### config.mk
export PLATFORM = sky130hd
export DESIGN_NAME = banked_scratchpad
export DESIGN_NICKNAME = d
export VERILOG_FILES = /design/src/rtl/scratchpad_pkg.sv /design/src/rtl/scratchpad_bank.sv /design/src/rtl/banked_scratchpad.sv
export SDC_FILE = /design/constraint.sdc
export NUM_CORES = 1
export LEC_CHECK = 0
export CAP_MARGIN = 10
export CORE_MARGIN = 4
export CORE_UTILIZATION = 47
export CTS_CLUSTER_SIZE = 28
export DETAILED_ROUTE_END_ITERATION = 10
export GPL_TIMING_DRIVEN = 0
export SLEW_MARGIN = 20
export SYNTH_ARGS = -nofsm -noshare
export SYNTH_HDL_FRONTEND = slang
export SYNTH_SLANG_ARGS = --single-unit
### constraint.sdc
create_clock -name clk -period 10.2 [get_ports clk]
set_clock_uncertainty 0.15 [all_clocks]
set_input_delay 1.53 -clock clk [delete_from_list [all_inputs] [get_ports clk]]
set_output_delay 1.53 -clock clk [all_outputs]
set_load 0.01 [all_outputs]
### src/rtl/scratchpad_pkg.sv
// Shared types and constants for the banked scratchpad: clear-engine
// state encoding and byte-lane helpers.
package scratchpad_pkg;

   // Clear engine states
   typedef enum logic {
      IDLE  = 1'b0,
      CLEAR = 1'b1
   } clr_state_t;

   // Lane count for the default 8-bit word; wider instances use lanes_of()
   localparam int DEFAULT_WIDTH = 8;
   localparam int NUM_LANES     = DEFAULT_WIDTH / 8;

   // Number of byte lanes in a word of the given width
   function automatic int lanes_of(input int width);
      return width / 8;
   endfunction

endpackage

### src/rtl/scratchpad_bank.sv
// One DEPTH x WIDTH bank built from independent byte-lane memories so each
// strobe maps onto its own RAM write enable. Read is synchronous and
// returns the pre-write word on a same-row collision.
module scratchpad_bank
   import scratchpad_pkg::*;
#(
   parameter int DEPTH     = 32,
   parameter int LOG_DEPTH = 5,
   parameter int WIDTH     = 8
) (
   input  logic                   clk,
   input  logic                   we,
   input  logic [WIDTH/8-1:0]     wstrb,
   input  logic [LOG_DEPTH-1:0]   waddr,
   input  logic [WIDTH-1:0]       wdata,
   input  logic                   ren,
   input  logic [LOG_DEPTH-1:0]   raddr,
   output logic [WIDTH-1:0]       rdata
);

   localparam int LANES = lanes_of(WIDTH);

   genvar gi;
   generate
      for (gi = 0; gi < LANES; gi++) begin : g_lane
         logic [7:0] mem [DEPTH];
         logic [7:0] q_reg;

         // Byte-lane write, gated by its strobe
         always_ff @(posedge clk) begin
            if (we && wstrb[gi]) begin
               mem[waddr] <= wdata[gi*8 +: 8];
            end
         end

         // Registered read of this lane
         always_ff @(posedge clk) begin
            if (ren) begin
               q_reg <= mem[raddr];
            end
         end

         assign rdata[gi*8 +: 8] = q_reg;
      end
   endgenerate

endmodule

### src/rtl/banked_scratchpad.sv
// Low-order-interleaved multi-bank scratchpad with byte-strobed writes,
// selectable read-during-write policy, optional output register and a
// clear engine that zeroes one row of every bank per cycle.
module banked_scratchpad
   import scratchpad_pkg::*;
#(
   parameter int DEPTH       = 32,
   parameter int LOG_DEPTH   = 5,
   parameter int WIDTH       = 8,
   parameter int BANKS       = 4,
   parameter int LOG_BANKS   = 2,
   parameter int OUT_REG     = 0,
   parameter int WRITE_FIRST = 0
) (
   input  logic                           clk,
   input  logic                           rst_n,
   input  logic                           clr_start,
   output logic                           busy,
   input  logic                           ren,
   input  logic [LOG_DEPTH+LOG_BANKS-1:0] raddr,
   output logic [WIDTH-1:0]               rdata,
   output logic                           rvalid,
   input  logic                           we,
   input  logic [WIDTH/8-1:0]             wstrb,
   input  logic [LOG_DEPTH+LOG_BANKS-1:0] waddr,
   input  logic [WIDTH-1:0]               wdata,
   output logic                           wready
);

   localparam int LANES = lanes_of(WIDTH);
   localparam int AW    = LOG_DEPTH + LOG_BANKS;

   clr_state_t           state_reg, state_next;
   logic [LOG_DEPTH-1:0] cnt_reg, cnt_next;
   logic                 clearing;

   logic [LOG_BANKS-1:0] wbank, rbank;
   logic [LOG_DEPTH-1:0] wrow, rrow;
   logic                 wr_ok;

   logic [LOG_DEPTH-1:0] bank_row;
   logic [LANES-1:0]     bank_strb;
   logic [WIDTH-1:0]     bank_data;
   logic [WIDTH-1:0]     bank_q [BANKS];

   logic                 byp_hit;
   logic [LANES-1:0]     byp_strb;
   logic [WIDTH-1:0]     byp_data;

   logic                 s1_valid_reg;
   logic [LOG_BANKS-1:0] s1_bank_reg;
   logic                 byp_hit_reg;
   logic [LANES-1:0]     byp_strb_reg;
   logic [WIDTH-1:0]     byp_data_reg;
   logic [WIDTH-1:0]     s1_data;

   assign clearing = (state_reg == CLEAR);
   assign busy     = clearing;
   assign wready   = ~clearing;

   assign wbank = waddr[LOG_BANKS-1:0];
   assign wrow  = waddr[AW-1:LOG_BANKS];
   assign rbank = raddr[LOG_BANKS-1:0];
   assign rrow  = raddr[AW-1:LOG_BANKS];
   assign wr_ok = we && !clearing;

   // The clear engine owns every bank's write port while it runs
   assign bank_row  = clearing ? cnt_reg : wrow;
   assign bank_strb = clearing ? {LANES{1'b1}} : wstrb;
   assign bank_data = clearing ? '0 : wdata;

   genvar gi;
   generate
      for (gi = 0; gi < BANKS; gi++) begin : g_bank
         logic bank_we;
         logic bank_ren;

         assign bank_we  = clearing || (wr_ok && (wbank == LOG_BANKS'(gi)));
         assign bank_ren = ren && (rbank == LOG_BANKS'(gi));

         scratchpad_bank #(
            .DEPTH     (DEPTH),
            .LOG_DEPTH (LOG_DEPTH),
            .WIDTH     (WIDTH)
         ) u_bank (
            .clk   (clk),
            .we    (bank_we),
            .wstrb (bank_strb),
            .waddr (bank_row),
            .wdata (bank_data),
            .ren   (bank_ren),
            .raddr (rrow),
            .rdata (bank_q[gi])
         );
      end
   endgenerate

   // Clear FSM state and row counter
   always_ff @(posedge clk or negedge rst_n) begin
      if (!rst_n) begin
         state_reg <= IDLE;
         cnt_reg   <= '0;
      end else begin
         state_reg <= state_next;
         cnt_reg   <= cnt_next;
      end
   end

   // Clear FSM next state: one row per cycle, exit after the last row
   always_comb begin
      state_next = state_reg;
      cnt_next   = cnt_reg;
      case (state_reg)
         IDLE: begin
            if (clr_start) begin
               state_next = CLEAR;
               cnt_next   = '0;
            end
         end
         CLEAR: begin
            if (cnt_reg == LOG_DEPTH'(DEPTH - 1)) begin
               state_next = IDLE;
               cnt_next   = '0;
            end else begin
               cnt_next = cnt_reg + 1'b1;
            end
         end
         default: begin
            state_next = IDLE;
            cnt_next   = '0;
         end
      endcase
   end

   // Same-address forwarding for the write-first policy; a clear row hit
   // forwards zero on every lane of every bank
   always_comb begin
      byp_hit  = 1'b0;
      byp_strb = '0;
      byp_data = '0;
      if (WRITE_FIRST != 0) begin
         if (clearing) begin
            byp_hit  = (rrow == cnt_reg);
            byp_strb = {LANES{1'b1}};
         end else if (wr_ok && (waddr == raddr)) begin
            byp_hit  = 1'b1;
            byp_strb = wstrb;
            byp_data = wdata;
         end
      end
   end

   // Read stage 1: remember which bank answers and any forwarded bytes
   always_ff @(posedge clk or negedge rst_n) begin
      if (!rst_n) begin
         s1_valid_reg <= 1'b0;
         s1_bank_reg  <= '0;
         byp_hit_reg  <= 1'b0;
         byp_strb_reg <= '0;
         byp_data_reg <= '0;
      end else begin
         s1_valid_reg <= ren;
         if (ren) begin
            s1_bank_reg  <= rbank;
            byp_hit_reg  <= byp_hit;
            byp_strb_reg <= byp_strb;
            byp_data_reg <= byp_data;
         end
      end
   end

   generate
      for (gi = 0; gi < LANES; gi++) begin : g_merge
         assign s1_data[gi*8 +: 8] = (byp_hit_reg && byp_strb_reg[gi]) ?
                                     byp_data_reg[gi*8 +: 8] :
                                     bank_q[s1_bank_reg][gi*8 +: 8];
      end

      if (OUT_REG != 0) begin : g_oreg
         logic             out_valid_reg;
         logic [WIDTH-1:0] out_data_reg;

         // Output pipeline register; data holds while no read completes
         always_ff @(posedge clk or negedge rst_n) begin
            if (!rst_n) begin
               out_valid_reg <= 1'b0;
               out_data_reg  <= '0;
            end else begin
               out_valid_reg <= s1_valid_reg;
               if (s1_valid_reg) begin
                  out_data_reg <= s1_data;
               end
            end
         end

         assign rvalid = out_valid_reg;
         assign rdata  = out_data_reg;
      end else begin : g_noreg
         logic [WIDTH-1:0] hold_reg;

         // Keep the last delivered word so rdata is stable between reads
         always_ff @(posedge clk or negedge rst_n) begin
            if (!rst_n) begin
               hold_reg <= '0;
            end else if (s1_valid_reg) begin
               hold_reg <= s1_data;
            end
         end

         assign rvalid = s1_valid_reg;
         assign rdata  = s1_valid_reg ? s1_data : hold_reg;
      end
   endgenerate

endmodule
==> results of run 1 <==
-- synthesized netlist by cell type (2+ instances only) --
library cell,number
nor2_1,131
mux2_2,10
a21oi_1,98
and3_1,2
a22o_1,64
buf_1,5
mux4_2,8
nand2_1,111
nand3_1,97
a32o_1,2
a31oi_1,32
nor3b_1,2
or3_1,6
mux2i_1,512
buf_6,23
a32oi_1,4
buf_2,41
clkbuf_4,2
inv_1,6
clkbuf_1,51
ha_1,3
dfrtp_1,17
a22oi_1,96
nand2b_1,3
buf_4,24
o21ai_0,6
edfxtp_1,1056
nor3_1,41
nor2b_1,13
or2_1,20
o31ai_1,2
or2_2,3
-- path summary, 6_finish.rpt --
path,start,end,slack (ns),depth (start not counted)
setup / recovery,s1_bank_reg[0],rdata[1],5.81,4
hold / removal,g_noreg.hold_reg[5],g_noreg.hold_reg[5],0.35,1
setup reg to reg,busy,g_bank[1].u_bank.g_lane[0].mem[7][0],6.74,5
hold reg to reg,g_noreg.hold_reg[5],g_noreg.hold_reg[5],0.35,1
max in group asynchronous,rst_n,g_noreg.hold_reg[0],8.06,1
min in group asynchronous,rst_n,cnt_reg[3],1.23,1
-- kinds of logic (layout without fill, tap and decap cells) --
family,count (synthesis),in the layout,share of synthesized area (%)
AND/OR/NAND/NOR,433,433,4.57
multiplexers,531,531,12.8
AO/OA/AOI/OAI,309,309,5.01
other,0,2,0
buffers and inverters,153,422,2.10
flip-flops,1073,1073,75.5
adder cells (fa/ha/maj),3,3,0.0882
-- final cells by class --
type,count,area (sq um)
Fill cell,7202,41400
Buffer,146,871
Clock inverter,55,393
Sequential cell,1073,32100
Clock buffer,144,2910
Tap cell,1176,1470
Multi-Input combinational cell,1276,9640
Inverter,7,26.3
Timing Repair Buffer,70,1150
Antenna cell,2,5.00
-- power by group through the flow --
stage	Sequential, mW	Combinational (mW)	Clock, mW
after floorplan	5.62	0.754	0
after global placement	5.67	1.20	0
after detailed placement	5.66	1.29	0
after CTS	5.57	1.29	3.74
after global routing	5.60	1.38	3.93
final	5.57	1.30	3.69
-- through the flow --
step	total power [mW]	setup WS, ns	cell area [sq um]	TNS, ns
after global routing	10.9	5.72	48600	0
after detailed placement	6.95	5.49	45300	0
final	10.5	5.81	48600	0
after CTS	10.6	5.78	48600	0
after floorplan	6.38	4.58	42600	0
after global placement	6.88	-1.34	44400	-820.42
-- per-layer routing --
metal | wire, um | GRT usage [%] | vias to the layer above
li1 | - | - | 10200
met1 | 45000 | 31.5 | 11700
met2 | 52000 | 37.3 | 905
met3 | 8640 | 4.14 | 170
met4 | 3250 | 6.57 | 0
met5 | 0 | 0 | -
-- placed cells by master, fill, tap and decap left out, types with 18 or more instances in the layout --
| master | count |
|---|---|
| a21oi_1 | 98 |
| a22o_1 | 64 |
| a22oi_1 | 96 |
| a31oi_1 | 32 |
| buf_2 | 41 |
| buf_4 | 24 |
| buf_6 | 23 |
| clkbuf_1 | 81 |
| clkbuf_16 | 110 |
| clkdlybuf4s50_1 | 37 |
| clkinv_1 | 24 |
| clkinv_2 | 18 |
| edfxtp_1 | 1056 |
| mux2i_1 | 512 |
| nand2_1 | 111 |
| nand3_1 | 97 |
| nor2_1 | 131 |
| nor3_1 | 36 |
| or2_1 | 20 |
-- critical path, cell delays in order, from the launching register on --
cell and delay, ns:
dfrtp_1 0.33, buf_2 0.28, mux4_2 0.62, mux2_2 0.31, clkdlybuf4s50_1 0.48
==> impl_metrics.ini, run 1 <==
[global_routing]
antenna_found_initial = 1
grtUsageTotal_pct = 22.8
grt_overflow = 0
grt_max_degree = 41
grt_pass1_wl_um = 156000
grt_pass1_vias = 22700

[final_layout]
nets = 2713
instances_no_fill = 3949
fin_util_pct = 54.0
synthToLayoutAreaGrowth_pct = 14.1
largest_reg_flops = 1024
drive_gt1_share_pct = 11.2

[synthesis]
ys_seq_elements = 1073
synth_edf_count = 1056
syn_inst = 2502
yosysWarnings = 0
syn_area_sq_mm = 0.0426
ys_types = 43
synth-seq-area-share_pct = 75.5
syn_avg_cell_area_sq_um = 17.0
synthArstFlopShare_pct = 1.58
synthFlopType = edfxtp_1
synth_top_area_share_pct = 74.5
ys_top_cells_by_area = edfxtp_1 74%, mux2i_1 12%, a22oi_1 1.7%, a22o_1 1.3%, nor2_1 1.2%
synth_nets = 2533
yosys.area.top_type = edfxtp_1

[critical_path]
cp_max_fo = 9
cp-end-kind = primary output
required_ns = 8.52
cp-start-kind = register
crit_arrival_ns = 2.71
crit_type = reg2out

[floorplan]
die-height_um = 309
std_cell_rows = 110
die_width_um = 309
io_pins = 39
coreArea_sq_mm = 0.0900
die_area_sq_mm = 0.0955
initial_core_util_pct = 47.3

[placement]
gp_congestion = 0.916
hpwl_um = 78000
portBuffers = 37
dp_cells = 3748

[clocking]
post_cts_resize_count = 0
cts_tree = built
ctsHoldBuffers = 0
cts_setup_buffers = 0
h-tree-depth = 3
cts_buffers = 108
clock_sinks = 1073
clk-insertion-delay-late_ns = 0.69
clockRootBuffer = clkbuf_16
cts_buffer_depth = 3
path_clk_slew_ns = 0.06

[routing]
antenna_left = 0
drc = 0
routed_wl_um = 109000
vias = 23000
dr.pass1.iters = 6
drt_iter0_drc = 2423
viasPerCell = 5.82
wl_per_cell_um = 27.6

[sta]
hold_viol_final = 0
finalCritPeriodShare_pct = 43.0
fin_crit_ns = 4.39
maxSlewViolCount = 0
rsz0062_at_grt = no
setup_viol = 0
worst_pin_slew_ns = 1.22
fin_hold_ws_ns = 0.352
slew_headroom_pct = 18.6
fmax_mhz = 228

[power_and_ir_drop]
switching_share_pct = 25.4
switching_power_mw = 2.68
clkPwrFrac_pct = 34.9
powerDensity_mw_per_mm2 = 217
internal_power_mw = 7.86
p_seq_share_pct = 52.8
power.leakage_nw = 17.3
combPwrFrac_pct = 12.3
ir_worst_vdd_mv = 0.172

[flow_run]
max-cap-violations = 0

[worst_hold_path]
min_path_type = reg2reg

[outcome]
outcome = complete, no violations
(Power assumes the default switching activity.)
==> run 2: changes to the inputs <==
==> constraint.sdc (replaced) <==
create_clock -name clk -period 3.82 [get_ports clk]
set_clock_uncertainty 0.15 [all_clocks]
set_input_delay 0.573 -clock clk [delete_from_list [all_inputs] [get_ports clk]]
set_output_delay 0.573 -clock clk [all_outputs]
set_load 0.01 [all_outputs]
==> results of run 2 <==
Same layout as run 1 (identical final DEF). Status: complete, no violations.
Main changes from that run: setup slack after placement 5.49 ns -> 0.0655 ns; clock-pin slew on the worst setup and hold paths 0.06 ns -> 0.07 ns; setup slack after layout 5.81 ns -> 0.362 ns; hold slack 0.352 ns -> 0.274 ns; start point of the critical path s1_bank_reg[0] -> busy; end point of the critical path rdata[1] -> g_bank[1].u_bank.g_lane[0].mem[7][0]; register-to-register setup slack 6.74 ns -> 0.36 ns; total power 10.5 mW -> 28.2 mW; worst IR drop on VDD 0.172 mV -> 0.460 mV
==> run 3: changes to the inputs <==
--- a/config.mk
+++ b/config.mk
@@ -10,6 +10,7 @@
 export CORE_UTILIZATION = 47
 export CTS_CLUSTER_SIZE = 28
 export DETAILED_ROUTE_END_ITERATION = 10
+export DONT_BUFFER_PORTS = 1
 export GPL_TIMING_DRIVEN = 0
 export SLEW_MARGIN = 20
 export SYNTH_ARGS = -nofsm -noshare
==> impl_metrics.ini, run 3 (synthesis results as in run 1) <==
[floorplan]
io_pins = 39
coreArea_sq_mm = 0.0900
initial_core_util_pct = 47.3
die_width_um = 309
die_area_sq_mm = 0.0955
std_cell_rows = 110
die-height_um = 309

[sta]
slew_headroom_pct = 17.2
setup_ws_ns = 0.0277
rsz0062_at_grt = no
hold_viol_final = 0
fin_crit_ns = 3.79
worst_pin_slew_ns = 1.24
fmax_mhz = 264
finalCritPeriodShare_pct = 99.3
maxSlewViolCount = 0
setup_viol = 0

[clocking]
cts_buffer_depth = 3
post_cts_resize_count = 0
clockRootBuffer = clkbuf_16
clock_sinks = 1073
cts_tree = built
ctsHoldBuffers = 5
clk-insertion-delay-late_ns = 0.68
cts_setup_buffers = 0
path_clk_slew_ns = 0.06
h-tree-depth = 3
cts_buffers = 108

[critical_path]
cp-start-kind = register
cpPeakStageDelay_ns = 0.98
required_ns = 3.97
cp-end-kind = register
crit_arrival_ns = 3.94
worst_path_max_delay_cell = clkbuf_1
worstPathCellList = buf_6 > buf_2 > a21oi_1 > clkbuf_1 > nor2_1
cp_max_fo = 10
crit_type = reg2reg

[power_and_ir_drop]
powerDensity_mw_per_mm2 = 596
ir_worst_vdd_mv = 0.499
power.leakage_nw = 17.4

[routing]
viasPerCell = 5.81
routed_wl_um = 110000
drt_iter0_drc = 2453
wl_per_cell_um = 28.1
drc = 0
dr.pass1.iters = 6
antenna_left = 0
vias = 22800

[placement]
portBuffers = 0
place_ws_ns = 0.262
gp_congestion = 0.925
dp_cells = 3714
hpwl_um = 78500

[final_layout]
n_fill_cell = 7078
largest_reg_flops = 1024
instances_no_fill = 3932
synthToLayoutAreaGrowth_pct = 14.3
final_cell_mix = 1056 x edfxtp_1, 512 x mux2i_1, 130 x nor2_1, 111 x nand2_1, 109 x clkbuf_16
mostFrequentLayoutCell = edfxtp_1
fin_util_pct = 54.1
nets = 2684
multi_input_area_sq_mm = 0.00966
drive_gt1_share_pct = 12.3
layout.area.seq_sq_mm = 0.0321

[global_routing]
grt_pass1_vias = 22800
grt_max_degree = 41
antenna_found_initial = 6
grtUsageTotal_pct = 23.0
grt_pass1_wl_um = 157000
grt_overflow = 0

[worst_hold_path]
min_path_type = in2reg

[outcome]
outcome = complete, no violations

[flow_run]
max-cap-violations = 0
## run 3: changes by cell type in the layout (fill, tap and decap cells not counted), moves of 5 or more
cell,before,now
clkdlybuf4s50_1,37,0
clkinv_2,18,24
clkbuf_1,81,64
dlygate4sd3_1,0,5
inv_6,1,6
diode_2,2,11
bufinv_16,2,15
## run 3: stage by stage
| step | total power, mW | setup TNS (ns) | hold WS [ns] | instance area (sq um) |
|---|---|---|---|---|
| final | 29.0 | 0 | 0.0104 | 48700 |
| after global routing | 30.0 | 0 | 0.000144 | 48600 |
| after CTS | 29.2 | 0 | 0.0446 | 48600 |
| after detailed placement | 18.5 | 0 | 0.128 | 45000 |
| after global placement | 18.3 | -6531.88 | 0.128 | 44100 |
| after floorplan | 17.0 | -1209.67 | 0.127 | 42600 |
## run 3: report_power, final
part	leakage, nW	switching (mW)	internal (mW)
logic	5.62	2.51	0.933
clock network	1.76	4.44	6.25
registers	10.0	0.330	14.5
total	17.4	7.28	21.7
## run 3: path summary, 6_finish.rpt
check / from / endpoint / slack [ns] / depth (start not counted)
worst max-delay path: busy / g_bank[1].u_bank.g_lane[0].mem[9][6] / 0.03 / 5
max in group asynchronous: rst_n / cnt_reg[2] / 2.55 / 1
worst max register to register: busy / g_bank[1].u_bank.g_lane[0].mem[9][6] / 0.03 / 5
worst min register to register: g_noreg.hold_reg[2] / g_noreg.hold_reg[2] / 0.40 / 1
worst min-delay path: raddr[1] / g_bank[0].u_bank.rdata[3] / 0.01 / 1
min in group asynchronous: rst_n / s1_bank_reg[0] / 0.36 / 1
## run 3: final cells by class
cell class | instances | share of cell area (%)
Antenna cell | 11 | 0.0566
Tap cell | 1176 | 3.02
Buffer | 146 | 1.79
Sequential cell | 1073 | 66.0
Inverter | 7 | 0.0540
Multi-Input combinational cell | 1276 | 19.8
Clock inverter | 79 | 1.68
Timing Repair Buffer | 41 | 1.83
Clock buffer | 123 | 5.71
## run 3: routing by layer
metal	vias to the layer above	global-route usage (%)	share of wire, %
li1	10100	-	-
met1	11600	31.3	41
met2	882	37.1	47
met3	193	5.03	7.7
met4	2	7.95	3.5
met5	-	0	0.0081
## run 3: critical path: cells and delay by family (launching register included)
kind | cells | cell delay, ns
flip-flops | 1 | 0.51
AO/OA/AOI/OAI | 1 | 0.79
buffers and inverters | 3 | 1.43
AND/OR/NAND/NOR | 1 | 0.51
==> patch 1 (config.mk and constraints of run 2) <==
The parameter `BANKS` goes from 4 to 2.
--- a/src/rtl/banked_scratchpad.sv
+++ b/src/rtl/banked_scratchpad.sv
@@ -8,5 +8,5 @@
    parameter int LOG_DEPTH   = 5,
    parameter int WIDTH       = 8,
-   parameter int BANKS       = 4,
+   parameter int BANKS       = 2,
    parameter int LOG_BANKS   = 2,
    parameter int OUT_REG     = 0,
Behaviour: not the same (a bounded check fails within 4 cycles, from zero or initial values and one cycle with rst_n low).
==> patch 1 against run 2 <==
Sequential cell count decreased by 529. Setup slack improved by 330 ps. Synthesized cell count decreased by 49%. Count of clock-buffer cells in the layout decreased by 66. Sequential share of layout area decreased by 1.3 points. Synthesized area decreased by 49%. Hold slack improved by 50 ps. Combinational power decreased by 40%. Non-clock buffer count decreased by 93. Wire length decreased by 51%. Total power decreased by 47%. Final area decreased by 48%.
==> patch 1: results (changes against run 2) <==
status finished clean (unchanged); Pre-antenna DRT Iters 5 (was 6); maximum number of pins on one net before global-route repair 36 (was 41); Port Buffers 35 (was 37); number of diodes 0 (was 2); pre-CTS WS 480 ps (was 65.5 ps); mux contribution to synthesized area 12.3% (was 12.8%); Area contributors post-synth edfxtp_1, mux2i_1, a22oi_1, dfrtp_1, a22o_1 (was edfxtp_1, mux2i_1, a22oi_1, a22o_1, nor2_1); DP Wirelength 35,800 um (was 78,000 um); via count 11,602 (was 22,993); gpl congestion 0.872 (was 0.916); Worst VDD drop 0.386 mV (was 0.460 mV); fin nets 1,422 (was 2,713); first-pass GRT wire length 77,000 um (was 156,000 um); Post-synth EDFFs 528 (was 1,056); Syn Inst Count 1,283 (was 2,502); Setup crit end rdata[5] (was g_bank[1].u_bank.g_lane[0].mem[7][0]); CTS Buf Count 54 (was 108); drt total wl 52,900 um (was 109,000 um); Inst Count DP 1,934 (was 3,748); synth unique cells 37 (was 43); worst reg2reg endpoint g_bank[0].u_bank.g_lane[0].mem[22][1] (was g_bank[1].u_bank.g_lane[0].mem[7][0]); DR vias/cell 5.71 (was 5.82); Post-synth top cells edfxtp_1, mux2i_1, nor2_1 (unchanged); FF-to-FF setup slack 960 ps (was 360 ps); fill cell total of the finished layout 3,555 (was 7,202); sequential share of the synthesized area 74.8% (was 75.5%); H-tree depth 2 (was 3); vias in the first global route 11,466 (was 22,704); Slew HR 30.6% (was 18.6%); LEAKAGE 8.99 nW (was 17.3 nW); post-synthesis async set-or-reset flop share 2.94% (was 1.58%); Worst-Skew Late Latency 600 ps (was 690 ps); max reg flops 512 (was 1,024); Worst path slowest cell clkdlybuf4s50_1 (was clkbuf_1); ratio of cells with drive above 1 in the final layout 11.7% (was 11.2%)
-- patch 1: cell types whose count changed in the layout (fill, tap and decap cells not counted), sizes merged, moves of 22 or more --
cell	run 2	this run
clkinv	47	13
a22o	64	34
or2	23	1
a22oi	96	64
clkbuf	197	92
buf	126	74
mux2i	513	265
edfxtp	1056	528
nand2	112	55
a21oi	99	41
nor2	131	80
nor3	41	16
nand3	97	35
-- patch 1: worst min-delay path by stage --
stage | startpoint | endpoint | slack, ps | cells after the start
6_report | rst_n | g_noreg.hold_reg[1] | 320 | 2
5_1_grt | raddr[5] | g_bank[1].u_bank.rdata[7] | 310 | 3
4_1_cts | raddr[5] | g_bank[1].u_bank.rdata[7] | 300 | 3
3_5_place_dp | g_noreg.hold_reg[3] | g_noreg.hold_reg[3] | 380 | 2
3_3_place_gp | g_noreg.hold_reg[3] | g_noreg.hold_reg[3] | 380 | 2
2_1_floorplan | rst_n | busy | 130 | 0
-- patch 1: cell families (layout without fill, tap and decap cells) --
| kind of cell | count (synthesis) | in the layout |
|---|---|---|
| AOI/OAI and AO/OA | 170 | 170 |
| muxes | 267 | 267 |
| adders and majority gates | 3 | 3 |
| and+or+nand+nor | 221 | 221 |
| DFF | 544 | 544 |
| buffers and inverters | 78 | 227 |
-- patch 1: layer usage --
metal,vias up,wire [um],track usage (%)
li1,5262,-,-
met1,5891,23200,30.3
met2,360,24800,33.0
met3,89,3260,3.21
met4,0,1710,7.32
met5,-,0,0
-- patch 1: what timing repair did --
| action | in CTS | in global routing |
|---|---|---|
| hold buffers | 0 | 1 |
| setup buffers | 0 | 0 |
| endpoints found under the setup margin | 0 | 0 |
| endpoints found under the hold margin | 0 | 16 |
-- patch 1: where the power goes --
| group | switching [W] | internal [W] | total (W) |
|---|---|---|---|
| Combinational | 0.00152 | 0.000556 | 0.00208 |
| Clock | 0.00220 | 0.00307 | 0.00527 |
| Sequential | 0.000172 | 0.00738 | 0.00755 |
-- patch 1: worst register-to-register path, delay by kind of cell (launching register included) --
| family | cells | cell delay [ps] |
|---|---|---|
| flops | 1 | 470 |
| simple gates | 1 | 270 |
| buf+inv | 5 | 1700 |
-- patch 1: through the flow --
stage | setup TNS [ps] | hold WS (ps)
after floorplan | 0 | 127
after global placement | -1047540 | 380
after detailed placement | 0 | 380
after CTS | 0 | 302
after global routing | 0 | 314
final | 0 | 324
-- patch 1: final cells by class --
cell class	count	share of cell area (%)
inverters	7	0.105
flip-flops and latches	544	64.8
repair buffers	52	3.08
clock buffers	78	6.32
multi-input cells	661	19.8
well taps	600	2.99
plain buffers	71	2.22
clock inverters	19	0.698
==> patch 2 (settings of run 2) <==
Without the edit above. Make the reset (`rst_n`) synchronous in 4 clocked blocks.
--- a/src/rtl/banked_scratchpad.sv
+++ b/src/rtl/banked_scratchpad.sv
@@ -97,5 +97,5 @@
 
    // Clear FSM state and row counter
-   always_ff @(posedge clk or negedge rst_n) begin
+   always_ff @(posedge clk) begin
       if (!rst_n) begin
          state_reg <= IDLE;
@@ -152,5 +152,5 @@
 
    // Read stage 1: remember which bank answers and any forwarded bytes
-   always_ff @(posedge clk or negedge rst_n) begin
+   always_ff @(posedge clk) begin
       if (!rst_n) begin
          s1_valid_reg <= 1'b0;
@@ -182,5 +182,5 @@
 
          // Output pipeline register; data holds while no read completes
-         always_ff @(posedge clk or negedge rst_n) begin
+         always_ff @(posedge clk) begin
             if (!rst_n) begin
                out_valid_reg <= 1'b0;
@@ -200,5 +200,5 @@
 
          // Keep the last delivered word so rdata is stable between reads
-         always_ff @(posedge clk or negedge rst_n) begin
+         always_ff @(posedge clk) begin
             if (!rst_n) begin
                hold_reg <= '0;
Function: changed (a bounded check fails within 4 cycles, from zero or initial values and one cycle with rst_n low; the reset may be asserted at any time).
==> patch 2 against run 2 <==
Final area is 1.1% higher. Synthesized cell count is 0.60% higher. Synthesized area is 0.41% higher. Setup slack better by 5.3 ps. Sequential cell count stayed put. Maximum frequency is 0.15% higher. Total power is 9.2% lower. Wire length is 2.7% higher. First-iteration DRC count is 2.5% higher. Highest routed layer is now met5.
==> patch 2: results (changes against run 2) <==
vias in the first global route 22,992 (was 22,704); mux contribution to synthesized area 12.7% (was 12.8%); Cell Count, Final, Fillers Out 3,969 (was 3,949); first-pass GRT wire length 160,000 um (was 156,000 um); Syn Nets 2,548 (was 2,533); fill cell total of the finished layout 7,037 (was 7,202); Avg Cell Area, Syn 17.0 um^2 (about the same); RR Startpoint busy (unchanged); Reg2Reg Depth 7 (was 5); WHS 434 ps (was 274 ps); synth unique cells 46 (was 43); gpl congestion 0.885 (was 0.916); sequential share of the synthesized area 75.0% (was 75.5%); Worst VDD drop 0.380 mV (was 0.460 mV); max incr delay on CP 500 ps (was 910 ps); fin nets 2,731 (was 2,713); via count 23,246 (was 22,993); wire per inst 28.2 um (was 27.6 um); Post-Synth XOR/XNOR Area 0% (unchanged); FF-to-FF setup slack 520 ps (was 360 ps); initial antenna violation count 2 (was 1); Worst Hold Launch g_noreg.hold_reg[2]; DP Wirelength 79,100 um (was 78,000 um); maximum number of pins on one net before global-route repair 38 (was 41); GRT Overall Usage 23.3% (was 22.8%); LEAKAGE 17.1 nW (was 17.3 nW); post-synthesis async set-or-reset flop share 0% (was 1.58%); Hold Path Class flop to flop (was input port to async pin); Area contributors post-synth edfxtp_1, mux2i_1, a22oi_1, a22o_1, a21oi_1 (was edfxtp_1, mux2i_1, a22oi_1, a22o_1, nor2_1); Post-synth top cells edfxtp_1, mux2i_1, nand2_1 (was edfxtp_1, mux2i_1, nor2_1); Port Buffers 37 (unchanged); max reg flops 1,024 (unchanged); Pre-antenna DRT Iters 7 (was 6); number of diodes 0 (was 2); ratio of cells with drive above 1 in the final layout 13.2% (was 11.2%); CTS Buf Count 109 (was 108); dpl cell area 45,500 um^2 (was 45,300 um^2); Critical Path Fanout Max 9 (was 10); Inst Count DP 3,765 (was 3,748); Worst-Skew Late Latency 670 ps (was 690 ps); status finished clean (unchanged); worst reg2reg endpoint g_bank[2].u_bank.g_lane[0].mem[26][3] (was g_bank[1].u_bank.g_lane[0].mem[7][0]); First DRT Iteration DRCs 2,483 (was 2,423); Post-Synth Adder-Cell Area 0.0878% (was 0.0882%); Worst path slowest cell clkdlybuf4s50_1 (was clkbuf_1); pre-CTS WS 81.9 ps (was 65.5 ps); crit path DAT 2730 ps (was 3630 ps); worst slew pin tran 1050 ps (was 1220 ps); compound-gate portion of the synthesized area 4.98% (was 5.01%)
-- patch 2: changes by cell type after synthesis, moves of 4 or more --
cell | before | now
nor3_2 | 0 | 20
nor3_1 | 41 | 46
nor2_1 | 131 | 106
dfrtp_1 | 17 | 0
o21ai_0 | 6 | 2
inv_1 | 6 | 2
and2_1 | 1 | 11
or2_1 | 20 | 16
buf_2 | 41 | 55
clkbuf_1 | 51 | 39
dfxtp_1 | 0 | 17
-- patch 2: how the worst max path moves through the flow --
stage	to	depth (start not counted)	from	slack (ps)
after CTS	rdata[2]	4	s1_bank_reg[1]	400
after detailed placement	g_bank[2].u_bank.rdata[0]	7	raddr[2]	80
after global placement	g_bank[3].u_bank.g_lane[0].mem[1][3]	5	busy	-6700
after floorplan	g_bank[0].u_bank.g_lane[0].mem[0][0]	5	busy	-1280
final	rdata[1]	4	s1_bank_reg[1]	370
after global routing	rdata[2]	4	s1_bank_reg[1]	350
-- patch 2: power breakdown --
| part | internal (W) | total, W | switching (W) |
|---|---|---|---|
| combinational | 0.000557 | 0.00173 | 0.00117 |
| clock | 0.00632 | 0.0107 | 0.00439 |
| sequential | 0.0131 | 0.0131 | 0.0000249 |
| total | 0.0200 | 0.0256 | 0.00559 |
-- patch 2: layout make-up --
type,instances,area (um^2),area share (%)
inverters,5,18.8,0.0382
multi-input cells,1286,9870,20.1
well taps,1176,1470,2.99
clock buffers,130,2890,5.89
flip-flops and latches,1073,32100,65.2
clock inverters,74,729,1.48
plain buffers,153,937,1.91
repair buffers,72,1160,2.36
-- patch 2: metal layers --
metal	vias to the layer above	track usage (%)	part of all wire, %
met5	-	0	0.012
met4	2	7.44	3.1
met3	144	3.59	7.5
met2	928	37.4	47
met1	11915	33.1	42
li1	10257	-	-
